**src/rtl/vote_collector_pkg.sv**
```systemverilog
// vote_collector_pkg: shared FSM state encoding and voter count for the voting front-end.
package vote_collector_pkg;
    localparam int N_VOTERS = 5;
    typedef enum logic [1:0] {
        IDLE   = 2'd0,
        OPEN   = 2'd1,
        CLOSED = 2'd2
    } state_t;
endpackage

```
**src/rtl/vote_collector_btn_debounce.sv**
```systemverilog
// btn_debounce: two-flop synchroniser, debounce counter and rising-edge press pulse for one button.
module btn_debounce #(
    parameter int DB_CYCLES = 4
) (
    input  logic clk,
    input  logic rst,
    input  logic raw,
    output logic press
);
    logic       s0, s1, level;
    logic [7:0] cnt;
    always_ff @(posedge clk or posedge rst) begin
        if (rst) begin
            s0    <= 1'b0;
            s1    <= 1'b0;
            level <= 1'b0;
            cnt   <= 8'd0;
            press <= 1'b0;
        end else begin
            s0    <= raw;
            s1    <= s0;
            press <= 1'b0;
            if (s1 == level)
                cnt <= 8'd0;
            else if (cnt == 8'(DB_CYCLES - 1)) begin
                level <= s1;
                cnt   <= 8'd0;
                press <= s1;
            end else
                cnt <= cnt + 8'd1;
        end
    end
endmodule

```
**src/rtl/vote_collector.sv**
```systemverilog
// vote_collector: debounced button front-end and timed voting session feeding the majority voter.
module vote_collector
    import vote_collector_pkg::*;
#(
    parameter int DB_CYCLES     = 4,
    parameter int WINDOW_CYCLES = 16
) (
    input  logic                clk,
    input  logic                rst,
    input  logic                start,
    input  logic [N_VOTERS-1:0] yes_btn,
    output logic [N_VOTERS-1:0] vote,
    output logic                busy,
    output logic                done,
    output logic [7:0]          remaining
);
    logic [N_VOTERS-1:0] press, merged;
    state_t              state;

    for (genvar i = 0; i < N_VOTERS; i++) begin : g_btn
        btn_debounce #(.DB_CYCLES(DB_CYCLES)) u_db (
            .clk  (clk),
            .rst  (rst),
            .raw  (yes_btn[i]),
            .press(press[i])
        );
    end

    assign merged = vote | press;

    // IDLE and CLOSED share the start behaviour; only OPEN accepts presses
    always_ff @(posedge clk or posedge rst) begin
        if (rst) begin
            state     <= IDLE;
            vote      <= '0;
            busy      <= 1'b0;
            done      <= 1'b0;
            remaining <= 8'd0;
        end else begin
            case (state)
                OPEN: begin
                    vote <= merged;
                    if (remaining == 8'd1 || &merged) begin
                        state     <= CLOSED;
                        busy      <= 1'b0;
                        done      <= 1'b1;
                        remaining <= 8'd0;
                    end else
                        remaining <= remaining - 8'd1;
                end
                default: begin
                    if (start) begin
                        state     <= OPEN;
                        busy      <= 1'b1;
                        done      <= 1'b0;
                        vote      <= '0;
                        remaining <= 8'(WINDOW_CYCLES);
                    end
                end
            endcase
        end
    end
endmodule

```
**config.mk**
```make
export PLATFORM = sky130hd
export DESIGN_NAME = vote_collector
export DESIGN_NICKNAME = d
export VERILOG_FILES = /design/src/rtl/vote_collector_pkg.sv /design/src/rtl/vote_collector_btn_debounce.sv /design/src/rtl/vote_collector.sv
export SDC_FILE = /design/constraint.sdc
export NUM_CORES = 1
export LEC_CHECK = 0
export BUFFER_PORTS_ARGS = -buffer_cell sky130_fd_sc_hd__buf_2
export CAP_MARGIN = 40
export CORE_MARGIN = 2
export CORE_UTILIZATION = 50
export DETAILED_ROUTE_END_ITERATION = 12
export PLACE_DENSITY_LB_ADDON = 0.2
export SLEW_MARGIN = 25
export SYNTH_ARGS = -nofsm -noshare
export SYNTH_HDL_FRONTEND = slang
export SYNTH_SLANG_ARGS = --single-unit
```
**constraint.sdc**
```tcl
create_clock -name clk -period 4.29 [get_ports clk]
set_clock_uncertainty 0.1 [all_clocks]
set_input_delay 1.0725 -clock clk [delete_from_list [all_inputs] [get_ports clk]]
set_output_delay 1.0725 -clock clk [all_outputs]
set_load 0.05 [all_outputs]
```
After elaboration in Yosys (flattened, before gate mapping)
Index checks and enable logic that the tools add are counted.
{ "totals": {"ff_bits": 77, "inputBits": 8} }
{ "classes": {"bitwise_logic": 6, "add_sub_neg": 6, "n_eq_ne": 13, "n_mux": 34, "reduce_logical": 9} }
{ "op_table": {"columns": ["cell", "count"], "rows": [
  ["two-way mux 8 bit", 13],
  ["adder 8 x 1 -> 8 bit (second input constant)", 5],
  ["== test 8 x 2 -> 1 bit (second input constant)", 5],
  ["two-way mux 1 bit", 16],
  ["AND reduction 2 bit", 6],
  ["two-way mux 5 bit", 2],
  ["== test 8 x 1 -> 1 bit (second input constant)", 1],
  ["subtractor 8 x 1 -> 8 bit (second input constant)", 1],
  ["two-way mux 2 bit", 3],
  ["== test 1 bit", 5],
  ["NOT 1 bit", 5],
  ["bitwise OR 5 bit", 1],
  ["AND reduction 5 bit", 1],
  ["== test 2 x 1 -> 1 bit (second input constant)", 1],
  ["inequality test 2 bit (second input constant)", 1],
  ["nonzero test 2 bit", 1],
  ["logical OR 1 bit", 1]
]} }

Logic depth before layout (Yosys ltp)
{ "depth": {"ltp_word": 5, "ltp_mapped": 6, "depth_no_buf": 6} }

By module
From an unflattened synthesis, not the netlist that was laid out.
{ "hier_totals": {"cells_unflattened": 308, "hier_area_um2": 3310.7} }
{ "modules_own_cells": {"columns": ["module", "instances", "cells_per_inst", "area_each_um2"], "rows": [
  ["btn_debounce", 5, 46, 513.0],
  ["vote_collector", 1, 78, 745.7]
]} }

Worst setup path before layout
OpenSTA, ideal clock, no wires.
{ "synth_path": {"path_type": "register to register", "startpoint": "register remaining[1]", "endpoint": "register remaining[6]", "setup_slack_ns": 2.328, "stages_incl_launch_ff": 7, "setup_ns": 0.078, "n_path_buf": 0, "arrival_ns": 1.784, "synth_period_minus_slack_ns": 1.962, "cell_sequence": "dfrtp_1 -> inv_1 -> ha_1 -> inv_1 -> or3_1 -> or4_1 -> a21oi_1"} }
{ "synth_between": {"elab_chain_cells": 4, "elab_cells_between_ends": 5} }
{ "synth_rtl": {"columns": ["element", "line_no", "rtl"], "rows": [
  ["start: declaration", "vote_collector.sv:15", "output logic [7:0] remaining"],
  ["start signal: assignment", "vote_collector.sv:49", "remaining <= remaining - 8'd1;"],
  ["start signal: assignment", "vote_collector.sv:57", "remaining <= 8'(WINDOW_CYCLES);"],
  ["parallel branches: the longest is 2 deep, another holds subtractor 8 x 1 -> 8 bit", null, null],
  ["two-way mux 8 bit (*)", "vote_collector.sv:43", "if (remaining == 8'd1 || &merged) begin"],
  ["two-way mux 8 bit (*)", "vote_collector.sv:40", "case (state)"]
]} }
Mark *: on every way between the ends.
A chain may end at the register's enable or synchronous reset.

Worst setup path in the final report
{ "layout_path": {"startpoint": "register remaining[3]", "endpoint": "output port remaining[3]"} }
No word-level cell between the ends.

==> run_results.csv <==
group,metric,value,unit
sta,period_share,52.59,%
job,timing.max_cap.violations,0,
sta,final_setup_tns,0,ns
placed_design,gp_congestion,0.7888,
die,die-width,83.30,um
synth,synth_seq_cells,75,
route,route.detailed.vias_per_inst,5.335,
placed_design,detailedPlacementHpwl,3.566,mm
placed_design,numPortBuffers,22,
setup_path,worstPathArrival,1.08,ns
synth,synth_largest_area_cell,"sky130_fd_sc_hd__dfrtp_1",
cts,post_cts.repair.setup_buffers,0,
finish,antenna_cells,0,
die,area_of_the_core,5991,um^2
global_routing,grt.total_usage,16.54,%
setup_path,worst_r2r_endpoint,"remaining[6]$_DFFE_PP0P_",
setup_path,cp.buffers_inverters,1,
cts,cts.sinks,75,
pwr,ir_worst_vdd,0.5646,mV
pwr,design_power_total,0.002387,W
setup_path,cp_data_required_time,3.12,ns
sta,finalMaxSlewViolations,0,
route,finalWirelength,5.251,mm
finish,commonest_non_fill_non_tap_cells_in_the_layout,"sky130_fd_sc_hd__dfrtp_1 (75), sky130_fd_sc_hd__nor2_1 (44), sky130_fd_sc_hd__nand3_1 (24), sky130_fd_sc_hd__xor2_1 (24), sky130_fd_sc_hd__buf_2 (22)",
sta,finalHoldWorstSlack,0.2527,ns
route,wl_per_cell,13.33,um
setup_path,critPathKind,"reg -> out",
outcome,outcome,"complete, no violations",
die,die_y,83.30,um
cts,cts-root-to-sink-buffers,2,
route,drt_first_iter_violations,65,
sta,period_minus_slack,2.256,ns
finish,commonest_non_fill_non_tap_cell_in_the_layout,"sky130_fd_sc_hd__dfrtp_1",
global_routing,grt_max_degree,39,
global_routing,leftover_overflow_at_the_end_of_global_routing,0,
setup_path,crit_path_cell_trace,"buf_2",
synth,synth_top_cell_area_share,59.69,%
die,boundaryPins,23,
global_routing,antenna_violations_before_repair,0,
route,route.detailed.drc,0,
cts,hold_fix_buffer_count_after_cts,0,
synth,synth-seq-area-share,59.69,%
min_path,worstHoldEndpoint,"g_btn[4].u_db.s1$_DFF_PP0_",
setup_path,worstSetupEndpointType,"output port",
pwr,power_leakage,1.717,nW
pwr,power.density,659.2,nW/um^2
finish,nNetsFinal,329,
global_routing,grt_pass1_vias,1976,
synth,post_synth_main_area_contributors,"sky130_fd_sc_hd__dfrtp_1 (60%), sky130_fd_sc_hd__xor2_1 (6.7%), sky130_fd_sc_hd__nor2_1 (5.3%)",
synth,post_synth.cell_area_avg,11.19,um^2
sta,slew_headroom,63.96,%
synth,postSynthNetCount,296,
cts,post_cts.resized_instances,0,
route,ant_nets,0,
synth,post_synthesis_cells,281,
die,rows,28,
min_path,timing.hold.worst_path_depth,0,
setup_path,timing.reg2reg.setup_slack,2.41,ns
die,dieArea,6939,um^2
cts,cts_tree,"yes",
route,via_count,2102,
min_path,worst_hold_class,"reg -> reg",
min_path,hp-start,"g_btn[4].u_db.s0$_DFF_PP0_",
setup_path,timing.critical_path.max_delay_family,"flip-flops",
synth,mappedNetlistArea,3144,um^2
setup_path,cp_max_fo,6,
sta,grt_setup_unrepaired,"false",
cts,cts-buffers-inserted,9,
die,floorplan.initialDensity,52.49,%
cts,clock_latency,0.34,ns
setup_path,cp_max_stage_cell,"sky130_fd_sc_hd__dfrtp_1",
finish,fraction_of_final_layout_cells_with_drive_strength_greater_than_1,15.05,%
sta,hold_violations,0,
route,drtPass1Iterations,4,
cts,worst_setup_hold_path_clk_slew,0.08,ns
setup_path,critical_r2r_launch,"remaining[1]$_DFFE_PP0P_",
finish,areaGrowthSynthToFinish,15.16,%
setup_path,cp_slowest_stage_delay,0.45,ns
setup_path,setup.worst_path.start_class,"flop",
sta,tightest_slew,0.5394,ns
cts,htreeDepth,3,
synth,synth_warnings,0,
global_routing,grt_pass1_wl,9.183,mm
synth,distinct_cell_type_count_of_the_synthesized_netlist,31,
cts,cts-root-buf,"sky130_fd_sc_hd__clkbuf_8",
sta,upper_clock_frequency_limit,0.4433,GHz
sta,finalSetupViolations,0,
setup_path,worstRegToRegCells,6,
[stage by stage]
stage                     setup WS, ns  area, um^2  utilization [%]  cells
after floorplan                  1.208        3144                -    281
after global placement           2.226        3361            56.10    377
after detailed placement         2.224        3361            56.10    377
after CTS                        2.010        3601            60.11    393
after global routing             1.969        3621            60.44    394
final                            2.034        3621            60.44    394
[how the worst max path moves through the flow]
stage	slack, ns	from	end	cells past startpoint
2_1_floorplan	1.21	rst	done$_DFFE_PP0P_	1
3_3_place_gp	2.23	rst	g_btn[1].u_db.cnt[4]$_DFF_PP0_	3
3_5_place_dp	2.22	start	remaining[6]$_DFFE_PP0P_	4
4_1_cts	2.01	remaining[0]$_DFFE_PP0P_	remaining[0]	1
5_1_grt	1.97	remaining[3]$_DFFE_PP0P_	remaining[3]	1
6_report	2.03	remaining[3]$_DFFE_PP0P_	remaining[3]	1
[synthesized netlist by cell type, drive strengths merged]
cell / number
a21oi: 4
nor4b: 4
inv: 5
o21ai: 6
o22ai: 2
nor2b: 1
or2: 1
nand2b: 1
o31a: 1
nor2: 44
a211o: 1
o211ai: 2
nor3b: 5
or3: 2
dfrtp: 75
ha: 7
nor3: 6
a31oi: 2
mux2: 5
a22o: 5
nor4: 3
and3: 13
or4: 2
nand2: 20
clkbuf: 2
nand3: 24
xnor2: 12
a21o: 1
mux2i: 1
xor2: 24
[layout make-up]
type | instances | area, um^2
Sequential cell | 75 | 1877
Multi-Input combinational cell | 199 | 1241
Inverter | 5 | 18.77
Tap cell | 75 | 93.84
Clock inverter | 7 | 116.4
Fill cell | 493 | 2370
Timing Repair Buffer | 24 | 150.1
Clock buffer | 9 | 123.9
[routing by layer]
layer / vias up / track usage (%) / wire length, um
li1: 1033 / - / -
met1: 1021 / 23.65 / 2582
met2: 43 / 23.61 / 2365
met3: 5 / 5.765 / 236
met4: 0 / 5.514 / 67
met5: - / 0 / 0
[sequential cells by signal, indices dropped and copies added (netlist names)]
register,flops
g_btn.u_db.press,5
g_btn.u_db.level,5
g_btn.u_db.cnt,40
done,1
g_btn.u_db.s1,5
g_btn.u_db.s0,5
vote,5
state,1
remaining,8
[cell families (layout without fill, tap and decap cells)]
kind of cell               after synthesis  in the layout  share of synthesized area (%)
and+or+nand+nor                        126            126                          19.50
DFF                                     75             75                          59.69
xor gates and xnor gates                36             36                          10.03
AOI/OAI and AO/OA                       24             24                          5.054
adders and majority gates                7              7                          2.785
buffers and inverters                    7             45                         0.8358
muxes                                    6              6                          2.109
[power by group]
part	switching, W	internal, W
clock network	0.000250	0.000385
registers	0.000152	0.000855
logic	0.000502	0.000242
[worst register-to-register path, delay by kind of cell (launching register included)]
kind	cells	cell delay, ns
AO/OA/AOI/OAI	1	0.15
adder cells (fa/ha/maj)	1	0.20
buffers and inverters	2	0.17
flip-flops	1	0.43
AND/OR/NAND/NOR	2	0.76
(Power assumes the default switching activity.)
